--- src/rtl/branch_resolver.sv ---
// branch_resolver: checks in-order IF predictions against EX outcomes, issuing redirect/flush and predictor updates
module branch_resolver #(
  parameter int DEPTH = 4,
  parameter int FLUSH_CYCLES = 2,
  parameter int CNT_W = 32
) (
  input  logic             clk,
  input  logic             reset,
  input  logic             push_IF,
  input  logic             pred_taken_IF,
  input  logic [31:0]      pred_addr_IF,
  output logic             full,
  input  logic             ready_in,
  input  logic             res_valid_EX,
  input  logic             jump_alw_EX,
  input  logic             taken_EX,
  input  logic [31:0]      target_EX,
  input  logic [31:0]      PC_EX,
  output logic             redirect,
  output logic [31:0]      redirect_addr,
  output logic             flush,
  output logic             upd_ena_EX,
  output logic             upd_alw_EX,
  output logic             upd_taken_EX,
  output logic [CNT_W-1:0] branch_cnt,
  output logic [CNT_W-1:0] mispred_cnt,
  output logic [1:0]       err
);
  localparam int AW = $clog2(DEPTH);
  localparam int FCW = $clog2(FLUSH_CYCLES + 1);
  typedef enum logic {IDLE, FLUSH} state_t;
  state_t state, state_nx;
  logic [AW:0] wr_ptr, rd_ptr;
  logic [32:0] mem [DEPTH];
  logic [FCW-1:0] fcnt;
  logic [32:0] head;
  logic [31:0] actual;
  logic empty, attempt, pop, push, mispred, kill, ovf, unf;
  assign empty = wr_ptr == rd_ptr;
  assign full = (wr_ptr[AW] != rd_ptr[AW]) && (wr_ptr[AW-1:0] == rd_ptr[AW-1:0]);
  assign head = mem[rd_ptr[AW-1:0]];
  assign attempt = res_valid_EX && ready_in && state == IDLE;
  assign pop = attempt && !empty;
  assign push = push_IF && !flush && (!full || pop);
  assign actual = taken_EX ? target_EX : PC_EX + 32'd4;
  assign mispred = (head[32] != taken_EX) || (taken_EX && head[31:0] != target_EX);
  assign kill = pop && mispred;
  assign ovf = push_IF && !flush && full && !pop;
  assign unf = attempt && empty;
  always_comb begin
    flush = state == FLUSH;
    state_nx = kill ? FLUSH : (flush && fcnt == '0) ? IDLE : state;
  end
  always_ff @(posedge clk)
    if (push) mem[wr_ptr[AW-1:0]] <= {pred_taken_IF, pred_addr_IF};
  always_ff @(posedge clk) begin
    if (reset) begin
      state <= IDLE;
      fcnt <= '0;
      wr_ptr <= '0;
      rd_ptr <= '0;
      redirect <= 1'b0;
      redirect_addr <= '0;
      upd_ena_EX <= 1'b0;
      upd_alw_EX <= 1'b0;
      upd_taken_EX <= 1'b0;
      branch_cnt <= '0;
      mispred_cnt <= '0;
      err <= '0;
    end else begin
      state <= state_nx;
      fcnt <= kill ? FCW'(FLUSH_CYCLES - 1) : (flush && fcnt != '0) ? fcnt - FCW'(1) : fcnt;
      rd_ptr <= rd_ptr + (AW+1)'(pop);
      wr_ptr <= kill ? rd_ptr + (AW+1)'(1) : wr_ptr + (AW+1)'(push);
      redirect <= kill;
      if (kill) redirect_addr <= actual;
      upd_ena_EX <= pop;
      upd_alw_EX <= pop && jump_alw_EX;
      upd_taken_EX <= pop && taken_EX;
      if (pop && !(&branch_cnt)) branch_cnt <= branch_cnt + CNT_W'(1);
      if (kill && !(&mispred_cnt)) mispred_cnt <= mispred_cnt + CNT_W'(1);
      err <= err | {ovf, unf};
    end
  end
endmodule

--- config.mk ---
export PLATFORM = sky130hd
export DESIGN_NAME = branch_resolver
export DESIGN_NICKNAME = d
export VERILOG_FILES = /design/src/rtl/branch_resolver.sv
export SDC_FILE = /design/constraint.sdc
export NUM_CORES = 1
export LEC_CHECK = 0
export ABC_AREA = 1
export CAP_MARGIN = 30
export CORE_MARGIN = 5
export CORE_UTILIZATION = 46
export DETAILED_ROUTE_END_ITERATION = 12
export GPL_TIMING_DRIVEN = 0
export PLACE_DENSITY = 0.79
export SYNTH_ARGS = -nofsm -noshare
export SYNTH_HDL_FRONTEND = slang
export SYNTH_SLANG_ARGS = --single-unit
--- constraint.sdc ---
create_clock -name clk -period 4.9 [get_ports clk]
set_input_delay 1.47 -clock clk [delete_from_list [all_inputs] [get_ports clk]]
set_output_delay 1.47 -clock clk [all_outputs]
set_load 0.005 [all_outputs]
==> impl_metrics.ini <==
[drt]
num_vias = 11500
dr_wl_met3_mm = 3.83
drt-pass1-iter-count = 6
drt-initial-drc-count = 1405
vias_per_cell = 5.40
wl_per_cell_um = 18.1
drt-total-wl_mm = 38.5
drt-met1-wl_mm = 15.5
drc = 0
ant_nets = 0
wl_met2_mm = 17.5
top_layer_used = met4

[grt]
grt_usage_pct = 24.6
grt_pass1_vias = 10800
grt_overflow_total = 0
antenna_found_initial = 0
grt_max_degree = 14
grt_pass1_wl_mm = 59.3

[synth]
synthAdderAreaFrac_pct = 0.926
syn_area_sq_mm = 0.0122
synth_cell_types = 36
syn_avg_cell_area_sq_um = 7.95
ys_async_sr_fraction_pct = 0
synth_area_leader_cell = edfxtp_1
ys_seq_area_share_pct = 50.9
synthTopCellsByArea = edfxtp_1 33%, dfxtp_1 18%, nand2_1 15%, nand3_1 6.5%, inv_1 4.7%
yosys.area.top_type_share_pct = 32.6
synth_ff_type = edfxtp_1
synth_compound_area_share_pct = 3.92
synth_cells = 1529
synth_top_family_by_area = simple AND/OR/NAND/NOR gates
synth-xor-area-share_pct = 3.53
yosysWarnings = 0
synth_mux_area_share_pct = 0.329
synth-edff-count = 132
yosys.area_share.simple_pct = 32.6
synth_seq_cells = 243
synth_nets = 1642

[pwr]
power_frac_comb_pct = 19.2
swShare_pct = 27.5
p_int_mw = 4.01
power.leakage_nw = 6.30
power.density_mw_per_mm2 = 352
p_sw_mw = 1.52
irDropWorstVdd_v = 0.000258
sequentialPowerShare_pct = 43.3
pwr-share-clk_pct = 37.5

[critical_path]
crit_path_top_delay_cell = clkdlybuf4s50_1
crit_fanout = 10
critPathArrivalTime_ns = 2.54
reg2reg_slack_ns = 1.81
crit_type = flop to output port
end_kind = output port
crit_chain = buf_2, buf_4, xnor2_1, and2_1, inv_1, nor2_1, clkdlybuf4s50_1
max_stage_delay_ns = 0.57
worstSetupStartpointType = flop
cp.required_ns = 3.43

[floorplan]
initial_core_util_pct = 46.7
dieArea_sq_mm = 0.0298
fp.dieH_um = 173
ios = 208
core_area_sq_mm = 0.0261
row_count = 59
dieWidth_um = 173

[cts]
clock-sinks = 243
cts_tree = yes
cts-buffers-inserted = 27
postCtsSetupBuffers = 0
htreeDepth = 1
path_clk_slew_ns = 0.06
clk_latency_ns = 0.54
clockRootBuffer = clkbuf_16
clockBufferDepth = 3
hold_buffers = 0
cts_resized = 0

[placed_design]
port_buffers = 205
gp_congestion = 1.02
hpwl_mm = 29.2

[final_layout]
synthToLayoutAreaGrowth_pct = 29.3
layout-drive-gt1-share_pct = 6.12
diodes = 0
fin_util_pct = 60.4
fin_nets = 1890

[timing]
tns_ns = 0
setup_viol = 0
fin_crit_sh_pct = 81.8
slew_headroom_pct = 37.3
finalHoldViolations = 0
worstMarginPinSlew_ns = 0.935
grt_setup_unrepaired = no
layout_min_cycle_time_ns = 4.01
skew_ns = 0.00892
slew_viol_final = 0
timing.fmax_mhz = 249

[hold_path]
hp-class = flop to flop

[outcome]
status = completed

[flow_run]
drv_cap = 0
cells in the final DEF, fill, tap and decap left out, types with 3 or more instances in the layout:
master | Yosys | layout
nand3_2 | 3 | 3
clkinv_1 | 1 | 5
nor3_1 | 46 | 42
a21oi_1 | 28 | 28
nor2_1 | 152 | 152
clkinvlp_4 | 0 | 3
dfxtp_1 | 111 | 111
a31oi_1 | 5 | 5
ha_1 | 9 | 9
bufinv_16 | 0 | 4
o21ai_0 | 47 | 47
xnor2_1 | 20 | 20
buf_4 | 7 | 7
inv_2 | 3 | 3
nor2_2 | 3 | 3
nor4_1 | 9 | 9
clkbuf_16 | 0 | 27
nand2_1 | 475 | 475
nand4_1 | 52 | 52
nand3_1 | 158 | 158
o21a_1 | 3 | 3
inv_1 | 153 | 153
clkbuf_1 | 16 | 21
nor3_2 | 0 | 4
buf_6 | 13 | 26
mux2i_1 | 4 | 4
clkbuf_8 | 0 | 3
clkdlybuf4s50_1 | 0 | 205
buf_2 | 19 | 19
xor2_1 | 29 | 29
nor3b_1 | 3 | 3
edfxtp_1 | 132 | 132
nand3b_1 | 11 | 11
o21ai_1 | 5 | 5
critical path, delay by kind of cell, from the launching register on:
kind	cells	cell delay (ns)
XOR/XNOR	1	0.14
AND/OR/NAND/NOR	2	0.45
flip-flops	1	0.36
buffers and inverters	4	1.06
cells by family after synthesis:
kind of cell             count (synthesis)
buffers and inverters                  214
flip-flops                             243
multiplexers                             4
AND/OR/NAND/NOR                        919
adder cells (fa/ha/maj)                  9
XOR/XNOR                                49
AO/OA/AOI/OAI                           91
cell type report:
cell class	instances	area, sq um
Clock inverter	14	176
Tap cell	335	419
Fill cell	2319	10300
Inverter	157	589
Buffer	57	362
Sequential cell	243	6190
Clock buffer	35	736
Timing Repair Buffer	219	2210
Multi-Input combinational cell	1072	5050
layer usage:
layer / vias up / GRT usage, %
met1: 5241 / 33.3
met2: 617 / 39.6
met4: 0 / 8.98
met5: - / 0
li1: 5537 / -
met3: 110 / 4.50
path summary, 6_finish.rpt:
check	cells past startpoint	to	start
worst max register to register	11	mem[2][29]	rd_ptr[0]
worst max-delay path	7	full	rd_ptr[0]
worst min-delay path	2	err[1]	err[1]
worst min register to register	2	err[1]	err[1]
synthesized netlist by cell type (3+ instances only):
master and number:
nand2_1 475, nand3_1 158, inv_1 153, nor2_1 152, edfxtp_1 132, dfxtp_1 111
nand4_1 52, o21ai_0 47, nor3_1 46, xor2_1 29, a21oi_1 28, xnor2_1 20
buf_2 19, clkbuf_1 16, buf_6 13, nand3b_1 11, ha_1 9, nor4_1 9
buf_4 7, a31oi_1 5, o21ai_1 5, mux2i_1 4, inv_2 3, nand3_2 3
nor2_2 3, nor3b_1 3, o21a_1 3
sequential cells by signal, indices dropped and copies added, names as in the netlist:
name           cells
mem              132
branch_cnt        32
mispred_cnt       32
redirect_addr     32
rd_ptr             3
wr_ptr             3
err                2
fcnt               2
flush              1
redirect           1
upd_alw_EX         1
upd_ena_EX         1
upd_taken_EX       1
power groups by stage:
stage	Combinational [mW]	Clock [mW]	Sequential (mW)
detailed placement	1.05	0	2.44
global placement	0.984	0	2.45
finish	1.06	2.07	2.40
global route	1.17	2.20	2.41
CTS	1.06	2.10	2.40
floorplan	0.578	0	2.43
stage by stage:
| step | worst slack (ns) | instances | power [mW] | cell area, sq um | hold WS (ns) |
|---|---|---|---|---|---|
| 6_report | 0.891 | 2132 | 5.54 | 15700 | 0.460 |
| 3_5_place_dp | 0.773 | 2083 | 3.49 | 14800 | 0.452 |
| 3_3_place_gp | -2.34 | 2069 | 3.44 | 14600 | 0.442 |
| 2_1_floorplan | 0.374 | 1529 | 3.01 | 12200 | 0.447 |
| 4_1_cts | 0.905 | 2132 | 5.56 | 15700 | 0.461 |
| 5_1_grt | 0.765 | 2132 | 5.78 | 15700 | 0.496 |
No activity file was read; power rests on OpenSTA's default activity.
